<file path="config.mk">
export PLATFORM = sky130hd
export DESIGN_NAME = count_monitor
export DESIGN_NICKNAME = d
export VERILOG_FILES = /design/src/rtl/count_mon_pkg.sv /design/src/rtl/count_monitor_sat_counter.sv /design/src/rtl/count_monitor.sv
export SDC_FILE = /design/constraint.sdc
export NUM_CORES = 1
export LEC_CHECK = 0
export ABC_AREA = 1
export BUFFER_PORTS_ARGS = -buffer_cell sky130_fd_sc_hd__buf_2
export CORE_UTILIZATION = 51
export DETAILED_ROUTE_END_ITERATION = 10
export GPL_TIMING_DRIVEN = 0
export HOLD_SLACK_MARGIN = 0.05
export PLACE_DENSITY = 0.86
export SLEW_MARGIN = 20
export SYNTH_ARGS = -nofsm -noshare
export SYNTH_HDL_FRONTEND = slang
export SYNTH_HIERARCHICAL = 1
export SYNTH_SLANG_ARGS = --single-unit
</file>
<file path="constraint.sdc">
create_clock -name clk -period 3.3 [get_ports clk]
set_clock_uncertainty 0.15 [all_clocks]
set_input_delay 0.33 -clock clk [delete_from_list [all_inputs] [get_ports clk]]
set_output_delay 0.33 -clock clk [all_outputs]
set_load 0.02 [all_outputs]
</file>
<file path="src/rtl/count_mon_pkg.sv">
// count_mon_pkg: shared encodings for count_monitor.
//   dir_e   : step classification, also the encoding driven on the dir port
//   state_e : monitor FSM states
package count_mon_pkg;

  typedef enum logic [1:0] {
    DIR_HOLD = 2'b00,
    DIR_UP   = 2'b01,
    DIR_DN   = 2'b10,
    DIR_JMP  = 2'b11
  } dir_e;

  typedef enum logic [1:0] {
    S_INIT = 2'b00,
    S_HOLD = 2'b01,
    S_UP   = 2'b10,
    S_DN   = 2'b11
  } state_e;

endpackage

</file>
<file path="src/rtl/count_monitor_sat_counter.sv">
// sat_counter: saturating event counter with synchronous clear.
//   clk, rst_n : clock, async active-low reset
//   inc        : count one event this edge
//   clr        : clear this edge (an event on the same edge still counts -> 1)
//   value      : current count, sticks at all-ones
module sat_counter #(
  parameter int CNT_W = 8
) (
  input  logic             clk,
  input  logic             rst_n,
  input  logic             inc,
  input  logic             clr,
  output logic [CNT_W-1:0] value
);

  localparam logic [CNT_W-1:0] ONE = CNT_W'(1);

  always_ff @(posedge clk or negedge rst_n) begin
    if (!rst_n)
      value <= '0;
    else if (clr)
      value <= inc ? ONE : '0;
    else if (inc && (value != '1))
      value <= value + ONE;
  end

endmodule

</file>
<file path="src/rtl/count_monitor.sv">
// count_monitor: observes an up/down counter's Q each clock and classifies
// every step as hold / up / down / jump, counting wraps and illegal jumps.
//   clk         : same clock as the monitored counter
//   REST        : async active-low reset
//   Q           : monitored count
//   err_clr     : sync clear of err and jump_cnt (a same-edge jump wins)
//   dir         : last classification (00 hold, 01 up, 10 down, 11 jump)
//   turn        : one-cycle pulse on a direction reversal
//   wrap_up_cnt : saturating count of max->0 up-steps
//   wrap_dn_cnt : saturating count of 0->max down-steps
//   jump_cnt    : saturating count of illegal jumps
//   err         : sticky illegal-jump flag
module count_monitor
  import count_mon_pkg::*;
#(
  parameter int WIDTH = 3,
  parameter int CNT_W = 8
) (
  input  logic             clk,
  input  logic             REST,
  input  logic [WIDTH-1:0] Q,
  input  logic             err_clr,
  output logic [1:0]       dir,
  output logic             turn,
  output logic [CNT_W-1:0] wrap_up_cnt,
  output logic [CNT_W-1:0] wrap_dn_cnt,
  output logic [CNT_W-1:0] jump_cnt,
  output logic             err
);

  localparam logic [WIDTH-1:0] ONE      = WIDTH'(1);
  localparam logic [WIDTH-1:0] ALL_ONES = '1;

  state_e           state, state_nxt;
  logic [WIDTH-1:0] q_prev;
  logic [WIDTH-1:0] delta;
  dir_e             step;
  logic             last_dir;   // 0 = up, 1 = down
  logic             last_vld;
  logic             is_up, is_dn, is_jmp;
  logic             turn_nxt;
  logic             wrap_up_ev, wrap_dn_ev;

  // Step classifier + next state. Modular difference makes wraps look like
  // ordinary +1/-1 steps. INIT only primes q_prev, so nothing is classified.
  always_comb begin
    delta     = Q - q_prev;
    step      = DIR_HOLD;
    state_nxt = state;
    if (state == S_INIT) begin
      state_nxt = S_HOLD;
    end else begin
      if (delta == '0)            step = DIR_HOLD;
      else if (delta == ONE)      step = DIR_UP;
      else if (delta == ALL_ONES) step = DIR_DN;
      else                        step = DIR_JMP;
      case (step)
        DIR_UP:  state_nxt = S_UP;
        DIR_DN:  state_nxt = S_DN;
        default: state_nxt = S_HOLD;
      endcase
    end
  end

  assign is_up  = (step == DIR_UP);
  assign is_dn  = (step == DIR_DN);
  assign is_jmp = (step == DIR_JMP);

  // Reversal is measured against the last non-hold direction, so holds
  // in between do not hide a turn; a jump invalidates that history.
  assign turn_nxt   = (is_up || is_dn) && last_vld && (is_dn != last_dir);
  assign wrap_up_ev = is_up && (q_prev == ALL_ONES) && (Q == '0);
  assign wrap_dn_ev = is_dn && (q_prev == '0) && (Q == ALL_ONES);

  always_ff @(posedge clk or negedge REST) begin
    if (!REST) begin
      state    <= S_INIT;
      q_prev   <= '0;
      dir      <= DIR_HOLD;
      turn     <= 1'b0;
      last_dir <= 1'b0;
      last_vld <= 1'b0;
      err      <= 1'b0;
    end else begin
      state  <= state_nxt;
      q_prev <= Q;
      dir    <= step;
      turn   <= turn_nxt;
      if (is_up || is_dn) begin
        last_dir <= is_dn;
        last_vld <= 1'b1;
      end else if (is_jmp) begin
        last_vld <= 1'b0;
      end
      if (is_jmp)       err <= 1'b1;
      else if (err_clr) err <= 1'b0;
    end
  end

  sat_counter #(.CNT_W(CNT_W)) u_wrap_up (
    .clk   (clk),
    .rst_n (REST),
    .inc   (wrap_up_ev),
    .clr   (1'b0),
    .value (wrap_up_cnt)
  );

  sat_counter #(.CNT_W(CNT_W)) u_wrap_dn (
    .clk   (clk),
    .rst_n (REST),
    .inc   (wrap_dn_ev),
    .clr   (1'b0),
    .value (wrap_dn_cnt)
  );

  sat_counter #(.CNT_W(CNT_W)) u_jump (
    .clk   (clk),
    .rst_n (REST),
    .inc   (is_jmp),
    .clr   (err_clr),
    .value (jump_cnt)
  );

endmodule
</file>
After elaboration in Yosys (flattened, before gate mapping)
Cells that the tools add are included.
Widths: inputs -> output; s select.
{"block": "totals", "regBits": 35, "latch_bits": 0, "mem_bits_rw": 0, "romBits": 0, "inputBits": 6, "output_inout_bits": 28, "elab_cells": 58, "mem_count": 0}
{"block": "op_classes", "add_sub_neg": 4, "mul": 0, "div_mod_pow": 0, "magnitude_cmp": 0, "eq_ne": 13, "shifts": 0, "n_mux": 14, "n_bitwise": 0, "n_reduce_logical": 17}
{"operator": "$add 8x1->8 const B", "n": 3}
{"operator": "$ne 8x8->1 const B", "n": 3}
{"operator": "$mux 8", "n": 2}
{"operator": "$mux 2", "n": 5}
{"operator": "$eq 3x3->1 const B", "n": 3}
{"operator": "$logic_and 1x1->1", "n": 9}
{"operator": "$logic_not 3->1", "n": 3}
{"operator": "$eq 2x2->1 const B", "n": 3}
{"operator": "$mux 1", "n": 6}
{"operator": "$reduce_bool 2->1", "n": 3}
{"operator": "$eq 2x1->1 const B", "n": 2}
{"operator": "$pmux 2 s2", "n": 1}
{"operator": "$eq 3x1->1 const B", "n": 1}
{"operator": "$sub 3x3->3", "n": 1}
{"operator": "$logic_not 2->1", "n": 1}
{"operator": "$logic_or 1x1->1", "n": 1}
{"operator": "$ne 1x1->1", "n": 1}

Logic depth before layout (Yosys ltp)
Gate-level depths: netlist of run 1.
{"block": "depth", "depth_word": 11, "depth_mapped": 16, "ltp_nobuf": 16}

Cells and area by module
The synthesis of run 1 kept the hierarchy.
{"module": "sat_counter", "n_inst": 3, "cells_each": 69, "area_per_inst_um2": 519.2, "seq_area_each_um2": 200.2}
{"module": "count_monitor", "n_inst": 1, "cells_each": 63, "area_per_inst_um2": 593.1, "seq_area_each_um2": 275.3}

Least setup slack after synthesis of run 1
Ideal clock, no wire load.
{"block": "synth_timing", "path_type": "register to register", "from": "reg q_prev[0]", "to": "reg u_wrap_dn.value[7]", "setup_time_ns": 0.065, "t_arrival_ns": 3.076, "path_slack_ns": 0.009, "path_stages_with_launch": 14, "cell_sequence": "dfrtp_1 ha_1 fa_1 nand3_2 nand2_2 inv_2 nor2_4 nor2_1 ha_1 nand4_1 nor4_1 a21boi_0 nand3_1 nand2_1"}
{"block": "synth_between", "word_cells_on_any_way": 14, "cone_classes": "add/sub: 1; eq/ne: 3; mux: 5; reduce/logical: 5"}
{"item": "start: declaration", "line_no": "count_monitor.sv:35", "text": "logic [WIDTH-1:0] q_prev;"}
{"item": "start signal: assignment", "line_no": "count_monitor.sv:78", "text": "q_prev <= '0;"}
{"item": "start signal: assignment", "line_no": "count_monitor.sv:86", "text": "q_prev <= Q;"}
{"item": "$sub 3x3->3 *", "line_no": "count_monitor.sv:47", "text": "delta = Q - q_prev;"}
{"item": "$eq 3x1->1", "line_no": "count_monitor.sv:54", "text": "else if (delta == ONE) step = DIR_UP;"}
{"item": "$mux 2", "line_no": "count_monitor.sv:54"}
{"item": "$mux 2 *", "line_no": "count_monitor.sv:53", "text": "if (delta == '0) step = DIR_HOLD;"}
{"item": "$mux 2 * (2 in a row)", "line_no": "count_monitor.sv:50", "text": "if (state == S_INIT) begin"}
{"item": "named net step[1]", "line_no": "count_monitor.sv:37", "text": "dir_e step;"}
{"item": "$eq 2x2->1 *", "line_no": "count_monitor.sv:66", "text": "assign is_dn = (step == DIR_DN);"}
{"item": "named net is_dn", "line_no": "count_monitor.sv:40", "text": "logic is_up, is_dn, is_jmp;"}
{"item": "$logic_and 1x1->1 * (2 in a row)", "line_no": "count_monitor.sv:73", "text": "assign wrap_dn_ev = is_dn && (q_prev == '0) && (Q == ALL_ONES);"}
{"item": "named net wrap_dn_ev", "line_no": "count_monitor.sv:42", "text": "logic wrap_up_ev, wrap_dn_ev;"}
{"item": "$logic_and 1x1->1 *", "line_no": "count_monitor_sat_counter.sv:23", "text": "else if (inc && (value != '1))"}
{"item": "end signal: assignment", "line_no": "count_monitor_sat_counter.sv:22", "text": "value <= inc ? ONE : '0;"}
{"item": "end signal: assignment", "line_no": "count_monitor_sat_counter.sv:24", "text": "value <= value + ONE;"}
{"item": "end: declaration", "line_no": "count_monitor_sat_counter.sv:13", "text": "output logic [CNT_W-1:0] value"}
The timed path passes the listed nets; every way through them passes the cells marked *. The select of a mux whose other input is x is not followed.
A chain may end at the register's enable or synchronous reset.

Final worst setup path of run 1
{"block": "layout_timing", "from": "reg q_prev[0]", "to": "reg u_wrap_up.value[0]"}
{"block": "layout_between", "elab_chain_cells": 11, "word_cells_on_any_way": 14, "cone_classes": "add/sub: 1; eq/ne: 4; mux: 5; reduce/logical: 4"}
{"item": "$sub 3x3->3", "line_no": "count_monitor.sv:47"}
{"item": "$eq 3x3->1", "line_no": "count_monitor.sv:55", "text": "else if (delta == ALL_ONES) step = DIR_DN;"}
{"item": "$mux 1", "line_no": "count_monitor.sv:55"}
{"item": "$mux 2", "line_no": "count_monitor.sv:54"}
{"item": "$mux 2", "line_no": "count_monitor.sv:53"}
{"item": "$mux 2 (2 in a row)", "line_no": "count_monitor.sv:50"}
{"item": "$eq 2x1->1", "line_no": "count_monitor.sv:65", "text": "assign is_up = (step == DIR_UP);"}
{"item": "$logic_and 1x1->1 * (2 in a row)", "line_no": "count_monitor.sv:72", "text": "assign wrap_up_ev = is_up && (q_prev == ALL_ONES) && (Q == '0);"}
{"item": "named net wrap_up_ev", "line_no": "count_monitor.sv:42"}
{"item": "$logic_and 1x1->1 *", "line_no": "count_monitor_sat_counter.sv:23"}
{"item": "end signal: assignment", "line_no": "count_monitor_sat_counter.sv:22"}
{"item": "end signal: assignment", "line_no": "count_monitor_sat_counter.sv:24"}
{"item": "end: declaration", "line_no": "count_monitor_sat_counter.sv:13"}
Marks and branches as above.

==> results of run 1 <==
-- metrics by stage --
step	total power [mW]	setup slack [ps]	instances	TNS (ps)
3_3_place_gp	0.762	-655	360	-7330
3_5_place_dp	0.776	-2.32	362	-2.32
6_report	1.15	219	373	0
2_1_floorplan	0.695	9.00	277	0
5_1_grt	1.21	-0.687	373	-0.687
4_1_cts	1.16	77.1	372	0
-- kinds of logic after synthesis --
logic type	count (synthesis)	share of synthesized area, %
adder cells (fa/ha/maj)	10	6.17
other	1	0.174
buffers and inverters	39	6.81
AO/OA/AOI/OAI	20	6.28
AND/OR/NAND/NOR	162	38.6
XOR/XNOR	3	1.22
flip-flops	35	40.7
-- worst max path at each step --
stage          startpoint                 end  slack, ps  cells past startpoint
2_1_floorplan   q_prev[0]  u_wrap_dn/value[7]          9                     13
3_3_place_gp         Q[0]  u_wrap_dn/value[0]       -660                     15
3_5_place_dp         Q[0]  u_wrap_up/value[0]         -2                     16
4_1_cts         q_prev[0]  u_wrap_up/value[0]         80                     14
5_1_grt         q_prev[0]  u_wrap_dn/value[0]       -0.7                     14
6_report        q_prev[0]  u_wrap_up/value[0]        220                     14
-- synth_stat cells (4+ instances only) --
cell type and count:
a21oi_1 7, dfrtp_1 35, ha_1 9, inv_1 34, nand2_1 67, nand2_2 9
nand3_1 32, nand4_1 8, nor2_1 22, nor2_2 7, nor2_4 4, o21ai_2 6
-- critical path: stages (launching register included) --
cell and delay [ps]:
dfrtp_1 420, ha_1 210, fa_1 410, inv_1 90
nand3_2 90, nand2_2 80, inv_2 50, o21ai_1 180
ha_1 200, nand4_1 160, nor4_4 320, buf_2 260
a21boi_1 250, nand2_1 80, nand3_1 80
-- registers in the layout, summed over array words and instances, names as in the netlist --
name             cells
u_wrap_dn/value      8
u_jump/value         8
dir                  2
state                2
q_prev               3
err                  1
turn                 1
last_dir             1
u_wrap_up/value      8
last_vld             1
-- timing repair --
| item | in CTS | in global routing |
|---|---|---|
| resized for setup | 0 | 4 |
| endpoints found under the setup margin | 0 | 4 |
| hold buffers | 3 | 0 |
| setup buffers | 0 | 1 |
| hold endpoints to repair | 37 | 0 |
-- metal layers --
metal  GRT usage (%)  vias up  wire [µm]
met5               0        -          0
li1                -      965          -
met2            40.9       51       2380
met4            8.51        0         61
met3            5.48        6        189
met1            27.6      891       1950
-- cell usage in the layout (no fill, tap or decap), drive strengths merged --
| cell | n |
|---|---|
| buf | 36 |
| nand3 | 34 |
| inv | 36 |
| clkbuf | 6 |
| nand4 | 8 |
| clkinv | 3 |
| dfrtp | 35 |
| ha | 9 |
| nand2 | 82 |
| xor2 | 3 |
| conb | 8 |
| nor2 | 33 |
| o21bai | 1 |
| dlygate4sd3 | 3 |
| nor3 | 3 |
| a21boi | 3 |
| bufinv | 1 |
| o21ai | 8 |
| fa | 1 |
| o211ai | 1 |
| nor4 | 2 |
| a21oi | 7 |
-- power breakdown --
| part | switching, mW | leakage, nW | internal [mW] |
|---|---|---|---|
| Sequential | 0.0344 | 0.461 | 0.476 |
| Combinational | 0.174 | 0.906 | 0.0914 |
| Clock | 0.152 | 0.0513 | 0.221 |
| Total | 0.360 | 1.42 | 0.789 |
-- cell type report --
| cell class | count | area (µm²) | area share (%) |
|---|---|---|---|
| Clock buffer | 6 | 72.6 | 2.80 |
| Clock inverter | 1 | 30.0 | 1.16 |
| Inverter | 39 | 146 | 5.65 |
| Multi-Input combinational cell | 203 | 1190 | 45.8 |
| Sequential cell | 35 | 876 | 33.8 |
| Tap cell | 50 | 62.6 | 2.42 |
| Timing Repair Buffer | 39 | 215 | 8.31 |
==> out/metrics.cfg, run 1 <==
[timing]
fin_crit_sh_pct=93.4
relSlewSlack_pct=48.1
hold_viol=0
max_freq_mhz=325
setup_viol=0
period_minus_slack_ps=3080
hold_ws_ps=96.7
slew_violations=0
tightest_slew_ps=778

[grt]
grt_pass1_vias=1806
grt_usage_pct=23.4
antenna_found_initial=0
grt_start_max_net_pins=36
overflow=0
grt_pass1_wl_mm=7.76

[critical_path]
reg2reg_slack_ps=220
rr_worst_depth=14
cp.arrival_ps=3160
regToRegEndpoint=u_wrap_up/value[0]
start_kind=register
crit_path_end_kind=register
cp.required_ps=3380
setup.worst_path.class=reg2reg
r2r-start=q_prev[0]
cp_max_fo=5

[floorplan]
num_io_pins=34
initial_core_util_pct=53.4
dieArea_mm2=0.00448
num_rows=23
die_w_um=66.9
die_h_um=66.9
core_area_mm2=0.00403

[route]
drt-pass1-iter-count=4
vias=1913
first_iter_violations=128
wirelength_mm=4.57
vias_per_cell=5.13
drc_errors=0
wl_per_cell_um=12.3
route.antenna.remaining_nets=0

[hold_path]
hp-class=in2reg
hp-start=Q[2]
holdPathStages=1
holdPathEnd=q_prev[2]

[synth]
synth-async-reset-ratio_pct=100
yosys_warnings=6
avgSynthCellArea_um2=7.97
synth_edf_count=0
netlist_instances=270
yosys-top-cells-area=dfrtp_1, nand2_1, nand3_1
synth_top_area_share_pct=40.7
synth-seq-cells=35
ys_seq_area_share_pct=40.7
synth_top_area_cell=dfrtp_1
syn-cell-area_mm2=0.00215
synth_top_flop_cell=dfrtp_1
synth.distinct_cells=27

[power_and_ir_drop]
p_leak_nw=1.42
ir_worst_vdd_uv=337
powerDensity_mw_per_mm2=444

[cells_and_area]
stdcell_area_mm2=0.00259
antenna_cells=0
final_util_pct=64.3
nFillCells=334
nets=339
drive_gt1_share_pct=25.1
syn2layout_area_growth_pct=20.4

[placement]
buffer_ports.inserted=33
post-dp-hpwl_mm=3.27
placed_area_mm2=0.00243
place_congestion=0.844

[clocking]
clk_pin_slew_ps=70
ctsLongestPathBuffers=2
clock_latency_ps=290
clockRootBuffer=clkbuf_8
cts_max_level=2
clkSinkCount=35
numCtsBuffers=5
cts_tree=built

[run]
drv_cap=0

[run_status]
status=completed

Power figures use the tool's default switching activity.
==> run 2: changes to the inputs <==
- CELL_PAD_IN_SITES_DETAIL_PLACEMENT: default -> 0
- CELL_PAD_IN_SITES_GLOBAL_PLACEMENT: default -> 2
- CORE_ASPECT_RATIO: default -> 0.6
- CORE_UTILIZATION: 51 -> 30
==> run 2 against run 1 <==
  * Design area grew 2.9%
  * Global-route usage decreased by 9.2 points
  * Worst setup slack better by 70 ps
  * Non-clock buffer count did not move
  * First-iteration DRC count fell by 43%
  * Maximum frequency is 2.3% higher
  * Total power rose by 7.0%
  * Die area grew 68%
  * Critical endpoint is now u_wrap_dn/value[0]
  * Largest power group unchanged
==> out/metrics.cfg, run 2 (same netlist as run 1, synthesis figures left out) <==
[floorplan]
core_area_mm2=0.00679  ; +69%
dieArea_mm2=0.00752  ; +68%
num_rows=23  ; unchanged
die_w_um=111  ; +66%
num_io_pins=34  ; unchanged
initial_core_util_pct=31.7  ; -22 points
die_h_um=67.6  ; +0.96%

[run]
drv_cap=0  ; unchanged

[grt]
grt_start_max_net_pins=36  ; unchanged
grt_usage_pct=14.3  ; -9.2 points
met2_usage_pct=20.2  ; -21 points
grt_use_met3_pct=3.68  ; -1.8 points
antenna_found_initial=0  ; unchanged
top_usage_layer=met1
grt_pass1_wl_mm=8.43  ; +8.7%
met1_usage_pct=21.1  ; -6.6 points
grt_pass1_vias=1690  ; -6.4%
overflow=0  ; unchanged

[critical_path]
path_buf_inv=1  ; -2
cp.required_ps=3360  ; -20 ps
cp.arrival_ps=3070  ; -90 ps
crit_path_end_kind=register
reg2reg_slack_ps=290  ; +70 ps
cp_top_family=simple AND/OR/NAND/NOR gates
cp_max_fo=4  ; -1
crit_chain=ha_1 -> fa_1 -> nor2_1 -> nand3_1 -> nand3_1 -> ha_2 -> nand4_1 -> nor4_4 -> buf_4 -> a21boi_2 -> nand2_1 -> nand3_1
setup.worst_path.class=reg2reg
cpMostUsedCell=nand3_1
start_kind=register
cpPeakStageDelay_ps=470  ; +50 ps
crit_slowest_cell=fa_1

[cells_and_area]
final_common_cell=nand2_1
drive_gt1_share_pct=25.9  ; +0.85 points
antenna_cells=0  ; unchanged
final_util_pct=39.3  ; -25 points
stdcell_area_mm2=0.00267  ; +2.9%
nets=339  ; unchanged
mostFrequentLayoutCells=nand2_1, dfrtp_1, inv_1, buf_2, nand3_1
reg_top3=u_jump/value: 8 flops, u_wrap_dn/value: 8 flops, u_wrap_up/value: 8 flops
syn2layout_area_growth_pct=24.0
nFillCells=698  ; +110%

[clocking]
clockRootBuffer=clkbuf_16
ctsLongestPathBuffers=2  ; unchanged
cts_max_level=2  ; unchanged
cts_tree=built
clock_latency_ps=280  ; about the same
clk_pin_slew_ps=60  ; about the same
clkSinkCount=35  ; unchanged
numCtsBuffers=5  ; unchanged

[power_and_ir_drop]
switching_power_uw=384  ; +6.8%
p_int_uw=845  ; +7.1%
ir_worst_vdd_uv=193  ; -43%
powerDensity_mw_per_mm2=461  ; +4.0%
pwr-share-seq_pct=41.4  ; -3.1 points
switching_share_pct=31.3  ; -0.058 points
pwr-share-comb_pct=21.3  ; -1.8 points
clkPwrFrac_pct=37.3  ; +4.8 points
p_leak_nw=1.43  ; +1.2%

[run_status]
status=completed

[placement]
place_ws_ps=-92.3  ; -90.0 ps
buffer_ports.inserted=33  ; unchanged
place_congestion=0.742  ; -12%
post-dp-hpwl_mm=3.50  ; +6.8%
placed_area_mm2=0.00247  ; +1.8%

[timing]
fin_crit_sh_pct=91.2  ; -2.1 points
rsz0062_at_grt=false
hold_viol=0  ; unchanged
tightest_slew_ps=829  ; +51.0 ps
slew_violations=0  ; unchanged
relSlewSlack_pct=44.7  ; -3.4 points
setup_slack_ps=289  ; +69.8 ps
max_freq_mhz=332  ; +2.3%
tns_ps=0  ; unchanged
setup_viol=0  ; unchanged
period_minus_slack_ps=3010  ; -69.8 ps

[route]
vias=1848  ; -3.4%
drt-pass1-iter-count=4  ; unchanged
first_iter_violations=73  ; -43%
drc_errors=0  ; unchanged
route.antenna.remaining_nets=0  ; unchanged
wl_per_cell_um=11.6  ; -5.2%
vias_per_cell=4.50  ; -12%
wirelength_mm=4.78  ; +4.5%

[hold_path]
hp-class=in2reg

[run 2: final cells by class]
| cell class | count | area (µm²) | share of cell area [%] |
|---|---|---|---|
| sequential | 35 | 876 | 32.8 |
| timing repair buffer | 39 | 213 | 7.98 |
| clock buffer | 7 | 133 | 4.97 |
| multi-input combinational | 203 | 1180 | 44.4 |
| inverter | 39 | 146 | 5.49 |
| clock inverter | 1 | 5.00 | 0.188 |
| tap | 87 | 109 | 4.08 |
[run 2: path summary, 6_finish.rpt]
kind                                start  depth (start not counted)            endpoint
worst max register to register  q_prev[0]                         12  u_wrap_dn/value[0]
max in group asynchronous            REST                          2  u_wrap_dn/value[0]
worst min-delay path                 Q[1]                          1           q_prev[1]
worst min register to register   last_dir                          1                turn
min in group asynchronous            REST                          2     u_jump/value[4]
worst max-delay path            q_prev[0]                         12  u_wrap_dn/value[0]
[run 2: layer usage]
layer  wire [µm]  share of wire (%)
met1        2640                 55
met3         199                4.2
met4          46               0.96
met5           0                  0
met2        1890                 40
[run 2: power groups by stage]
| stage | Clock [mW] | Sequential (mW) | Combinational, mW |
|---|---|---|---|
| floorplan | 0 | 0.547 | 0.148 |
| CTS | 0.476 | 0.509 | 0.261 |
| global route | 0.488 | 0.515 | 0.304 |
| detailed placement | 0 | 0.517 | 0.258 |
| global placement | 0 | 0.515 | 0.260 |
| finish | 0.459 | 0.510 | 0.261 |
[run 2: what timing repair did]
| item | CTS | global route |
|---|---|---|
| endpoints found under the hold margin | 32 | 0 |
| setup endpoints to repair | 0 | 8 |
| hold buffers | 2 | 0 |
| setup buffers | 0 | 2 |
| resized for setup | 0 | 7 |
[run 2: metrics by stage]
step | power, mW | std cells | hold WS, ps
2_1_floorplan | 0.695 | 277 | -116
3_3_place_gp | 0.775 | 397 | 318
3_5_place_dp | 0.775 | 399 | 315
4_1_cts | 1.25 | 409 | 74.2
5_1_grt | 1.31 | 411 | 83.0
6_report | 1.23 | 411 | 91.5
[run 2: worst register-to-register path, delay by kind of cell, from the launching register on]
| kind | cells | cell delay, ps |
|---|---|---|
| simple gates | 7 | 1060 |
| buf+inv | 1 | 220 |
| compound gates | 1 | 180 |
| fa+ha+maj | 3 | 900 |
| flops | 1 | 420 |
